<file path="config.mk">
export PLATFORM = sky130hd
export DESIGN_NAME = obstacle_hit_eval
export DESIGN_NICKNAME = d
export VERILOG_FILES = /design/src/rtl/obstacle_pkg.sv /design/src/rtl/obstacle_hit_eval.sv
export SDC_FILE = /design/constraint.sdc
export NUM_CORES = 1
export LEC_CHECK = 0
export ABC_AREA = 1
export BUFFER_PORTS_ARGS = -buffer_cell sky130_fd_sc_hd__buf_2
export CAP_MARGIN = 5
export CORE_AREA = 5 5 42 44
export DETAILED_ROUTE_END_ITERATION = 7
export DIE_AREA = 0 0 47 49
export SLEW_MARGIN = 10
export SYNTH_ARGS = -nofsm -noshare
export SYNTH_HDL_FRONTEND = slang
export SYNTH_SLANG_ARGS = --single-unit
</file>
<file path="constraint.sdc">
create_clock -name vclk -period 0.8
set_input_delay 0.08 -clock vclk [all_inputs]
set_output_delay 0.08 -clock vclk [all_outputs]
set_load 0.1 [all_outputs]
</file>
<file path="src/rtl/obstacle_pkg.sv">
// -----------------------------------------------------------------------------
// obstacle_pkg
// Definitions shared by the obstacle generator and the collision checker:
// obstacle type codes, the field layout of a streamed obstacle word, world
// geometry constants, and the checker FSM state type.
// -----------------------------------------------------------------------------
package obstacle_pkg;

    typedef enum logic [2:0] {
        OBS_NONE  = 3'd0,
        OBS_LOW   = 3'd1,
        OBS_HIGH  = 3'd2,
        OBS_MID   = 3'd3,
        OBS_TRAIN = 3'd4,
        OBS_RAMP  = 3'd5,
        OBS_CAR   = 3'd6
    } obs_type_e;

    // obs_data = {type[2:0], lane[1:0], depth[10:0]}; depth is the far end.
    localparam int OBS_DATA_W    = 16;
    localparam int OBS_DEPTH_LSB = 0;
    localparam int OBS_DEPTH_W   = 11;
    localparam int OBS_LANE_LSB  = 11;
    localparam int OBS_LANE_W    = 2;
    localparam int OBS_TYPE_LSB  = 13;
    localparam int OBS_TYPE_W    = 3;

    localparam int HALF_BLOCK = 64;
    localparam int TRAIN_LEN  = 128;

    localparam int OFFSET_W = 12;
    localparam int HEIGHT_W = 7;

    typedef enum logic {
        ST_ACCUM  = 1'b0,
        ST_REPORT = 1'b1
    } chk_state_e;

endpackage

</file>
<file path="src/rtl/obstacle_hit_eval.sv">
// -----------------------------------------------------------------------------
// obstacle_hit_eval
// Combinational per-obstacle rule evaluation. Given an in-lane obstacle's type,
// its signed depth offset from the player and the player snapshot, decides
// whether the player collides with it and how high it can hold the player up.
// Negative offsets must be filtered by the caller.
//
// Ports:
//   type_i      obstacle type code
//   offset_i    far-end depth minus player depth (signed)
//   height_i    player height above track
//   ducking_i   player duck state
//   hit_o       collision with this obstacle
//   support_o   support height this obstacle provides (0 if none)
// -----------------------------------------------------------------------------
module obstacle_hit_eval
    import obstacle_pkg::*;
#(
    parameter int BARRIER_LEN   = 16,
    parameter int TRAIN_LEN_P   = TRAIN_LEN,
    parameter int TRAIN_H       = 64,
    parameter int STEP_TOL      = 8,
    parameter int BARRIER_LOW_H = 24
) (
    input  logic [OBS_TYPE_W-1:0]       type_i,
    input  logic signed [OFFSET_W-1:0]  offset_i,
    input  logic [HEIGHT_W-1:0]         height_i,
    input  logic                        ducking_i,
    output logic                        hit_o,
    output logic [HEIGHT_W-1:0]         support_o
);

    localparam logic signed [OFFSET_W-1:0] BARRIER_LEN_S = OFFSET_W'(BARRIER_LEN);
    localparam logic signed [OFFSET_W-1:0] TRAIN_LEN_S   = OFFSET_W'(TRAIN_LEN_P);
    localparam logic [HEIGHT_W-1:0]        LOW_H_V       = HEIGHT_W'(BARRIER_LOW_H);
    localparam logic [HEIGHT_W-1:0]        ROOF_MIN_V    = HEIGHT_W'(TRAIN_H - STEP_TOL);
    localparam logic [HEIGHT_W-1:0]        TRAIN_H_V     = HEIGHT_W'(TRAIN_H);

    logic in_barrier;
    logic in_train;
    logic below_low;
    logic on_roof;

    assign in_barrier = offset_i < BARRIER_LEN_S;
    assign in_train   = offset_i < TRAIN_LEN_S;
    assign below_low  = height_i < LOW_H_V;
    assign on_roof    = height_i >= ROOF_MIN_V;

    always_comb begin
        hit_o     = 1'b0;
        support_o = '0;
        case (obs_type_e'(type_i))
            OBS_LOW:  hit_o = in_barrier && below_low;
            OBS_HIGH: hit_o = in_barrier && !ducking_i;
            OBS_MID:  hit_o = in_barrier && !ducking_i && below_low;
            OBS_TRAIN: begin
                if (in_train) begin
                    if (on_roof) begin
                        support_o = TRAIN_H_V;
                    end else begin
                        hit_o = 1'b1;
                    end
                end
            end
            OBS_RAMP: begin
                // Slope rises linearly: half the remaining ramp length.
                if (in_train) begin
                    support_o = HEIGHT_W'($unsigned(TRAIN_LEN_S - offset_i) >> 1);
                end
            end
            default: ;
        endcase
    end

endmodule

</file>
==> results of run 1 <==
==> repair_timing <==
item	4_1_cts	5_1_grt
gates resized for setup	19	4
pin swaps	10	4
buffers inserted	1	1
cloned	0	0
endpoints found under the setup margin	8	8
hold buffers	0	0
==> cell usage in the layout, fill, tap and decap left out, drive strengths merged <==
cell    Yosys  routed
nor3        1       1
nand2      15      15
inv        10      10
buf         0      34
o21bai      1       1
xor2        2       2
o21ai       5       5
a21oi       1       1
xnor2       1       1
nand3b      2       2
nor2       17      17
ha          1       1
nand3       6       6
==> critical path, delay by kind of cell <==
kind            cells  cell delay (ps)
buf+inv             3              370
compound gates      1              200
simple gates        3              310
==> kinds of logic after synthesis <==
family,count (synthesis)
xor+xnor,3
simple gates,41
compound gates,7
buf+inv,10
fa+ha+maj,1
==> layout make-up <==
type	instances	share of cell area, %
multi-input combinational	52	48.1
tap	16	2.32
inverter	10	7.83
timing repair buffer	34	41.7
==> metrics by stage <==
stage / total power [W] / worst slack (ps) / instance area, um^2
after floorplan: 0.000218 / -292 / 448
after global placement: 0.000365 / -298 / 758
after detailed placement: 0.000371 / -315 / 758
after CTS: 0.000417 / -272 / 847
after global routing: 0.000454 / -321 / 863
final: 0.000424 / -242 / 863
==> power groups by stage <==
stage | clock network, W | logic [W] | registers [W]
after floorplan | 0 | 0.000218 | 0
after global placement | 0 | 0.000365 | 0
after detailed placement | 0 | 0.000371 | 0
after CTS | 0 | 0.000417 | 0
after global routing | 0 | 0.000454 | 0
final | 0 | 0.000424 | 0
==> worst paths after layout <==
check | start | end | slack [ps] | depth (start not counted)
worst max-delay path | offset_i[9] | support_o[5] | -240 | 7
worst min-delay path | type_i[0] | support_o[6] | 650 | 5
==> routing by layer <==
layer,up-vias,wire length [um],part of all wire (%)
met5,-,0,0
li1,261,-,-
met1,214,366,31
met4,0,0,0
met2,19,703,59
met3,0,118,9.9
==> results.py, run 1 <==
metrics = {
    "status": {
        "status": "finished with violations",
        "violations": "negative setup slack",
    },
    "floorplanning": {
        "die_w_um": 47,
        "start_util_pct": 21.6,
        "io-pin-count": 31,
        "std_cell_rows": 14,
        "die_y_um": 49,
        "die_area_mm2": 0.00230,
        "core_mm2": 0.00140,
    },
    "pwr": {
        "seqPwrFrac_pct": 0,
        "p_sw_w": 0.000236,
        "combPwrFrac_pct": 100.0,
        "internal_power_w": 0.000188,
        "irDropWorstVdd_v": 0.000228,
        "p_clk_share_pct": 0,
        "p_per_area_mw_per_mm2": 491,
        "p_leak_nw": 0.387,
        "p_sw_share_pct": 55.6,
    },
    "final_layout": {
        "post-route-util_pct": 61.6,
        "clkbuf_count": 0,
        "drive_above_1_share_pct": 66.7,
        "diodes": 0,
        "area_growth_pct": 185,
        "num-nets-final": 122,
        "seqCellArea_um2": 0,
        "fin_cells": 112,
        "seq_cell_count": 0,
        "multiInputGateArea_um2": 415,
        "nFillCells": 126,
    },
    "sta": {
        "whs_ps": 647,
        "fin_crit_ps": 1040,
        "fin_crit_sh_pct": 130,
        "worstMarginPinSlew_ps": 288,
        "tns_ps": -1770,
        "rsz0062_at_grt": "yes",
        "setup-violations-final": 8,
        "setup_ws_ps": -242,
        "hold_viol": 0,
        "fmax_ghz": 0.960,
        "relSlewSlack_pct": 80.7,
        "slew_viol_final": 0,
    },
    "flow_run": {
        "drv_cap": 0,
    },
    "synth": {
        "synth-simple-area-share_pct": 58.7,
        "yosys.area.top_type": "nor2_1",
        "synth_xor_area_share_pct": 8.68,
        "muxShareOfSynthArea_pct": 0,
        "synth_compound_area_share_pct": 16.1,
        "synth_top_family_by_area": "simple AND/OR/NAND/NOR gates",
        "synth.area.top_cells": "nor2_1 19%, nand2_1 17%, nand3_1 9.9%",
        "yosysWarnings": 0,
        "synth.distinct_cells": 16,
        "synth_top_area_share_pct": 18.6,
        "synthTopCellsByCount": "15 x nor2_1, 14 x nand2_1, 7 x inv_1",
        "synth_nets": 86,
        "ys_seq_area_share_pct": 0,
        "syn_inst": 62,
        "syn_avg_cell_area_um2": 4.88,
        "synth.most_common_cell": "nor2_1",
        "synthesis.area_um2": 303,
        "synth-adder-area-share_pct": 4.13,
    },
    "hold_path": {
        "hold_path.class": "input pin to primary output",
    },
    "global_route": {
        "grt_start_max_net_pins": 5,
        "grt_usage_pct": 10.5,
        "grt_busiest_layer": "met2",
        "grt_use_met1_pct": 12.9,
        "grt_pass1_vias": 495,
        "grt_use_met3_pct": 0.738,
        "grt_overflow": 0,
        "antenna_found_initial": 0,
        "grt_pass1_wl_um": 1960,
        "grt_use_met2_pct": 19.9,
    },
    "worst_setup_path": {
        "critPathKind": "input pin to primary output",
        "crit_path_max_fanout": 4,
        "cpPeakStageDelay_ps": 200,
        "path_common_cell": "nor2_4",
        "worstPathCellList": "buf_6 -> nor2_4 -> nand2_4 -> a21oi_4 -> inv_4 -> nor2_4 -> buf_12",
        "crit_path_end_kind": "primary output",
        "start_kind": "input pin",
        "crit_path_top_delay_cell": "a21oi_4",
        "crit_required_ps": 720,
        "worstPathArrival_ps": 960,
    },
    "placement": {
        "dp_hpwl_um": 984,
        "gp_congestion": 0.699,
        "dp.cells": 110,
        "portBuffers": 28,
    },
    "detailed_routing": {
        "viasPerCell": 4.41,
        "vias": 494,
        "dr.pass1.iters": 2,
        "final_antenna_net_count": 0,
        "drc": 0,
        "first_iter_violations": 4,
        "finalWirelength_um": 1190,
        "route.detailed.wl_per_inst_um": 10.6,
    },
}
Power figures use the tool's default switching activity.
==> run 2, diff against run 1 <==
Settings changed: PLACE_DENSITY set to 0.61.
==> results.py, run 2 (synthesized netlist as in run 1, its figures left out) <==
metrics = {
    "flow_run": {
        "drv_cap": 0,
    },
    "status": {
        "status": "finished with violations",
        "violations": "negative setup slack",
    },
    "pwr": {
        "irDropWorstVdd_v": 0.000228,
        "power_w": 0.000418,
        "p_clk_share_pct": 0,
        "p_leak_nw": 0.376,
        "p_sw_share_pct": 56.6,
        "p_per_area_mw_per_mm2": 488,
        "seqPwrFrac_pct": 0,
        "internal_power_w": 0.000182,
        "p_sw_w": 0.000236,
        "combPwrFrac_pct": 100.0,
    },
    "worst_setup_path": {
        "crit_path_end_kind": "primary output",
        "crit_path_max_fanout": 4,
        "start_kind": "input pin",
        "crit_path_top_delay_cell": "a21oi_4",
        "worstPathArrival_ps": 980,
        "worstPathCellList": "buf_6 -> inv_4 -> nor2_4 -> nand2_4 -> a21oi_4 -> inv_4 -> nor2_4 -> buf_12",
        "critPathKind": "input pin to primary output",
        "cpPeakStageDelay_ps": 190,
        "crit_required_ps": 720,
    },
    "global_route": {
        "grt_start_max_net_pins": 5,
        "grt_pass1_vias": 510,
        "grt_usage_pct": 10.7,
        "antenna_found_initial": 0,
        "grt_overflow": 0,
        "grt_pass1_wl_um": 2010,
    },
    "sta": {
        "whs_ps": 550,
        "rsz0062_at_grt": "yes",
        "tns_ps": -1650,
        "setup_ws_ps": -260,
        "fin_crit_ps": 1060,
        "slew_viol_final": 0,
        "fmax_ghz": 0.943,
        "hold_viol": 0,
        "setup-violations-final": 8,
        "fin_crit_sh_pct": 133,
        "relSlewSlack_pct": 82.2,
        "worstMarginPinSlew_ps": 266,
    },
    "hold_path": {
        "min_from": "offset_i[6]",
        "min_path_cells": 5,
        "min_to": "support_o[5]",
        "hold_path.class": "input pin to primary output",
    },
    "final_layout": {
        "layout_common_cells": "12 x buf_2, 9 x nor2_4, 9 x buf_6, 8 x buf_12, 6 x nand2_1",
        "clkbuf_count": 0,
        "final_common_cell": "buf_2",
        "seq_cell_count": 0,
        "diodes": 0,
        "seqCellArea_um2": 0,
        "area_growth_pct": 183,
        "drive_above_1_share_pct": 71.3,
        "num-nets-final": 120,
    },
    "placement": {
        "portBuffers": 28,
        "gp_congestion": 0.737,
        "dp_hpwl_um": 993,
    },
    "detailed_routing": {
        "viasPerCell": 4.44,
        "route.detailed.wl_per_inst_um": 9.97,
        "vias": 488,
        "drc": 0,
        "finalWirelength_um": 1100,
        "first_iter_violations": 1,
        "dr.pass1.iters": 2,
        "final_antenna_net_count": 0,
    },
    "floorplanning": {
        "die_y_um": 49,
        "die_w_um": 47,
        "io-pin-count": 31,
        "std_cell_rows": 14,
        "core_mm2": 0.00140,
        "die_area_mm2": 0.00230,
        "start_util_pct": 21.6,
    },
    "cts": {
        "holdBufCountCts": 0,
        "post-cts-setup-buffer-count": 0,
    },
}
run 2: cell count changes in the layout (fill, tap and decap cells not counted), sizes merged:
cell / previous run / this run
buf: 34 / 32
run 2: area by class of cell:
class | count | area [um^2]
fill | 124 | 546
inverter | 10 | 70.1
multi-input combinational | 52 | 422
tap | 16 | 20.0
timing repair buffer | 32 | 344
run 2: routing by layer:
metal	up-vias	share of wire (%)	routed length (um)	track usage, %
met2	19	57	620	20.8
met1	212	35	382	13.0
li1	257	-	-	-
met4	0	0	0	0
met5	-	0	0	0
met3	0	8.6	94	0.369
run 2: power groups by stage:
stage | Clock [W] | Combinational [W] | Sequential (W)
floorplan | 0 | 0.000218 | 0
global placement | 0 | 0.000365 | 0
detailed placement | 0 | 0.000372 | 0
CTS | 0 | 0.000417 | 0
global route | 0 | 0.000448 | 0
finish | 0 | 0.000418 | 0
run 2: worst max path at each step:
stage,start,endpoint,slack [ps],depth (start not counted)
final,type_i[0],support_o[5],-260,8
after global placement,offset_i[1],support_o[6],-300,7
after CTS,offset_i[10],support_o[5],-280,7
after detailed placement,offset_i[1],support_o[6],-310,7
after floorplan,offset_i[1],support_o[5],-290,6
after global routing,type_i[1],support_o[5],-300,7
run 2: critical path: cells and delay by family:
family | cells | cell delay [ps]
AOI/OAI and AO/OA | 1 | 190
buffers and inverters | 4 | 410
and+or+nand+nor | 3 | 310
run 2: per-stage QoR:
stage / std cells / setup WS [ps] / cell area [um^2] / util, %
6_report: 110 / -260 / 856 / 61.1
3_3_place_gp: 110 / -302 / 758 / 54.1
2_1_floorplan: 62 / -292 / 448 / -
5_1_grt: 110 / -303 / 856 / 61.1
4_1_cts: 110 / -277 / 850 / 60.6
3_5_place_dp: 110 / -313 / 758 / 54.1
run 2: repair_timing:
item / 4_1_cts / 5_1_grt
gates resized for setup: 24 / 2
hold endpoints to repair: 0 / 0
pin swaps: 13 / 2
setup endpoints to repair: 8 / 8
==> run 3, diff against run 2 <==
Clock period 0.8 ns to 0.9 ns, I/O delays scaled along.
==> results.py, run 3 (synthesized netlist as in run 1, its figures left out) <==
metrics = {
    "sta": {
        "whs_ps": 603,
        "worstMarginPinSlew_ps": 305,
        "fin_crit_ps": 1090,
        "setup-violations-final": 8,
        "tns_ps": -1130,
        "rsz0062_at_grt": "yes",
        "relSlewSlack_pct": 79.5,
        "fmax_ghz": 0.921,
        "setup_ws_ps": -186,
        "slew_viol_final": 0,
        "fin_crit_sh_pct": 121,
        "hold_viol": 0,
    },
    "detailed_routing": {
        "viasPerCell": 4.51,
        "route.detailed.wl_per_inst_um": 9.85,
        "first_iter_violations": 5,
        "vias": 496,
        "final_antenna_net_count": 0,
        "drc": 0,
        "finalWirelength_um": 1080,
        "dr.pass1.iters": 2,
    },
    "floorplanning": {
        "die_w_um": 47,
        "start_util_pct": 21.6,
        "core_mm2": 0.00140,
        "io-pin-count": 31,
        "die_y_um": 49,
        "die_area_mm2": 0.00230,
        "std_cell_rows": 14,
    },
    "placement": {
        "dp_hpwl_um": 957,
        "portBuffers": 28,
        "gp_congestion": 0.750,
        "post_dp_cell_area_um2": 758,
        "dp.cells": 110,
    },
    "status": {
        "violations": "negative setup slack",
        "status": "finished with violations",
    },
    "final_layout": {
        "diodes": 0,
        "seqCellArea_um2": 0,
        "fin_cells": 110,
        "seq_cell_count": 0,
        "multiInputGateArea_um2": 427,
        "layout_common_cells": "10 x nor2_4, 9 x buf_2, 9 x buf_6, 8 x buf_12, 6 x nand2_1",
        "num-nets-final": 120,
        "nFillCells": 127,
        "area_growth_pct": 190,
        "drive_above_1_share_pct": 71.3,
        "clkbuf_count": 0,
        "final_area_um2": 878,
        "final_common_cell": "nor2_4",
    },
    "pwr": {
        "power_w": 0.000382,
        "irDropWorstVdd_v": 0.000222,
        "p_per_area_mw_per_mm2": 435,
        "p_leak_nw": 0.380,
    },
    "global_route": {
        "grt_overflow": 0,
        "grt_pass1_vias": 495,
        "grt_pass1_wl_um": 1810,
        "grt_start_max_net_pins": 5,
        "grt_usage_pct": 9.83,
        "antenna_found_initial": 0,
    },
    "worst_setup_path": {
        "crit_path_max_fanout": 3,
        "worstPathArrival_ps": 1000,
        "start_kind": "input pin",
        "critPathKind": "input pin to primary output",
        "crit_path_end_kind": "primary output",
        "setup.worst_path.start": "offset_i[1]",
        "cp-endpoint": "support_o[5]",
        "crit_required_ps": 810,
    },
    "hold_path": {
        "hold_path.class": "input pin to primary output",
    },
    "cts": {
        "holdBufCountCts": 0,
        "post-cts-setup-buffer-count": 0,
    },
    "flow_run": {
        "drv_cap": 0,
    },
}
## run 3: cell count changes in the layout (fill, tap and decap cells not counted)
cell,change
buf_4,+2
nor2_2,-1
buf_2,-3
nor2_4,+1
buf_8,+1
inv_6,+1
inv_4,-1
## run 3: what timing repair did
| action | 4_1_cts | 5_1_grt |
|---|---|---|
| pin swaps | 11 | 13 |
| gates cloned | 0 | 0 |
| endpoints found under the setup margin | 8 | 8 |
| resized for setup | 21 | 10 |
## run 3: worst min path at each step
stage                            from            to  slack [ps]  cells past startpoint
after floorplan             type_i[2]  support_o[0]         370                      2
after global placement      type_i[2]  support_o[0]         670                      5
after detailed placement    type_i[2]  support_o[0]         670                      5
after CTS                 offset_i[6]  support_o[5]         570                      5
after global routing      offset_i[6]  support_o[5]         620                      5
final                     offset_i[6]  support_o[5]         600                      5
## run 3: cell type report
cell class	instances	share of cell area, %
multi-input combinational	52	48.6
inverter	10	8.26
tap	16	2.28
timing repair buffer	32	40.9
## run 3: stage by stage
stage          setup slack, ps  util, %
2_1_floorplan             -212        -
3_3_place_gp              -216     54.1
3_5_place_dp              -228     54.1
4_1_cts                   -188     60.1
5_1_grt                   -234     62.7
6_report                  -186     62.7
## run 3: per-layer routing
metal	track usage [%]	vias to the layer above	share of wire, %
li1	-	256	-
met1	10.9	221	29
met3	0.738	0	12
met5	0	-	0
met2	19.9	19	59
met4	0	0	0
## run 3: worst max-delay path: stages
cell and delay, ps:
buf_6 110, inv_12 40, ha_4 140, nand2_4 60, o21ai_2 140, o21ai_2 100
nor2_4 130, buf_12 180
## run 3: report_power, final
| group | internal, W | switching (W) | leakage, nW |
|---|---|---|---|
| sequential | 0 | 0 | 0 |
| combinational | 0.000170 | 0.000212 | 0.380 |
| clock | 0 | 0 | 0 |
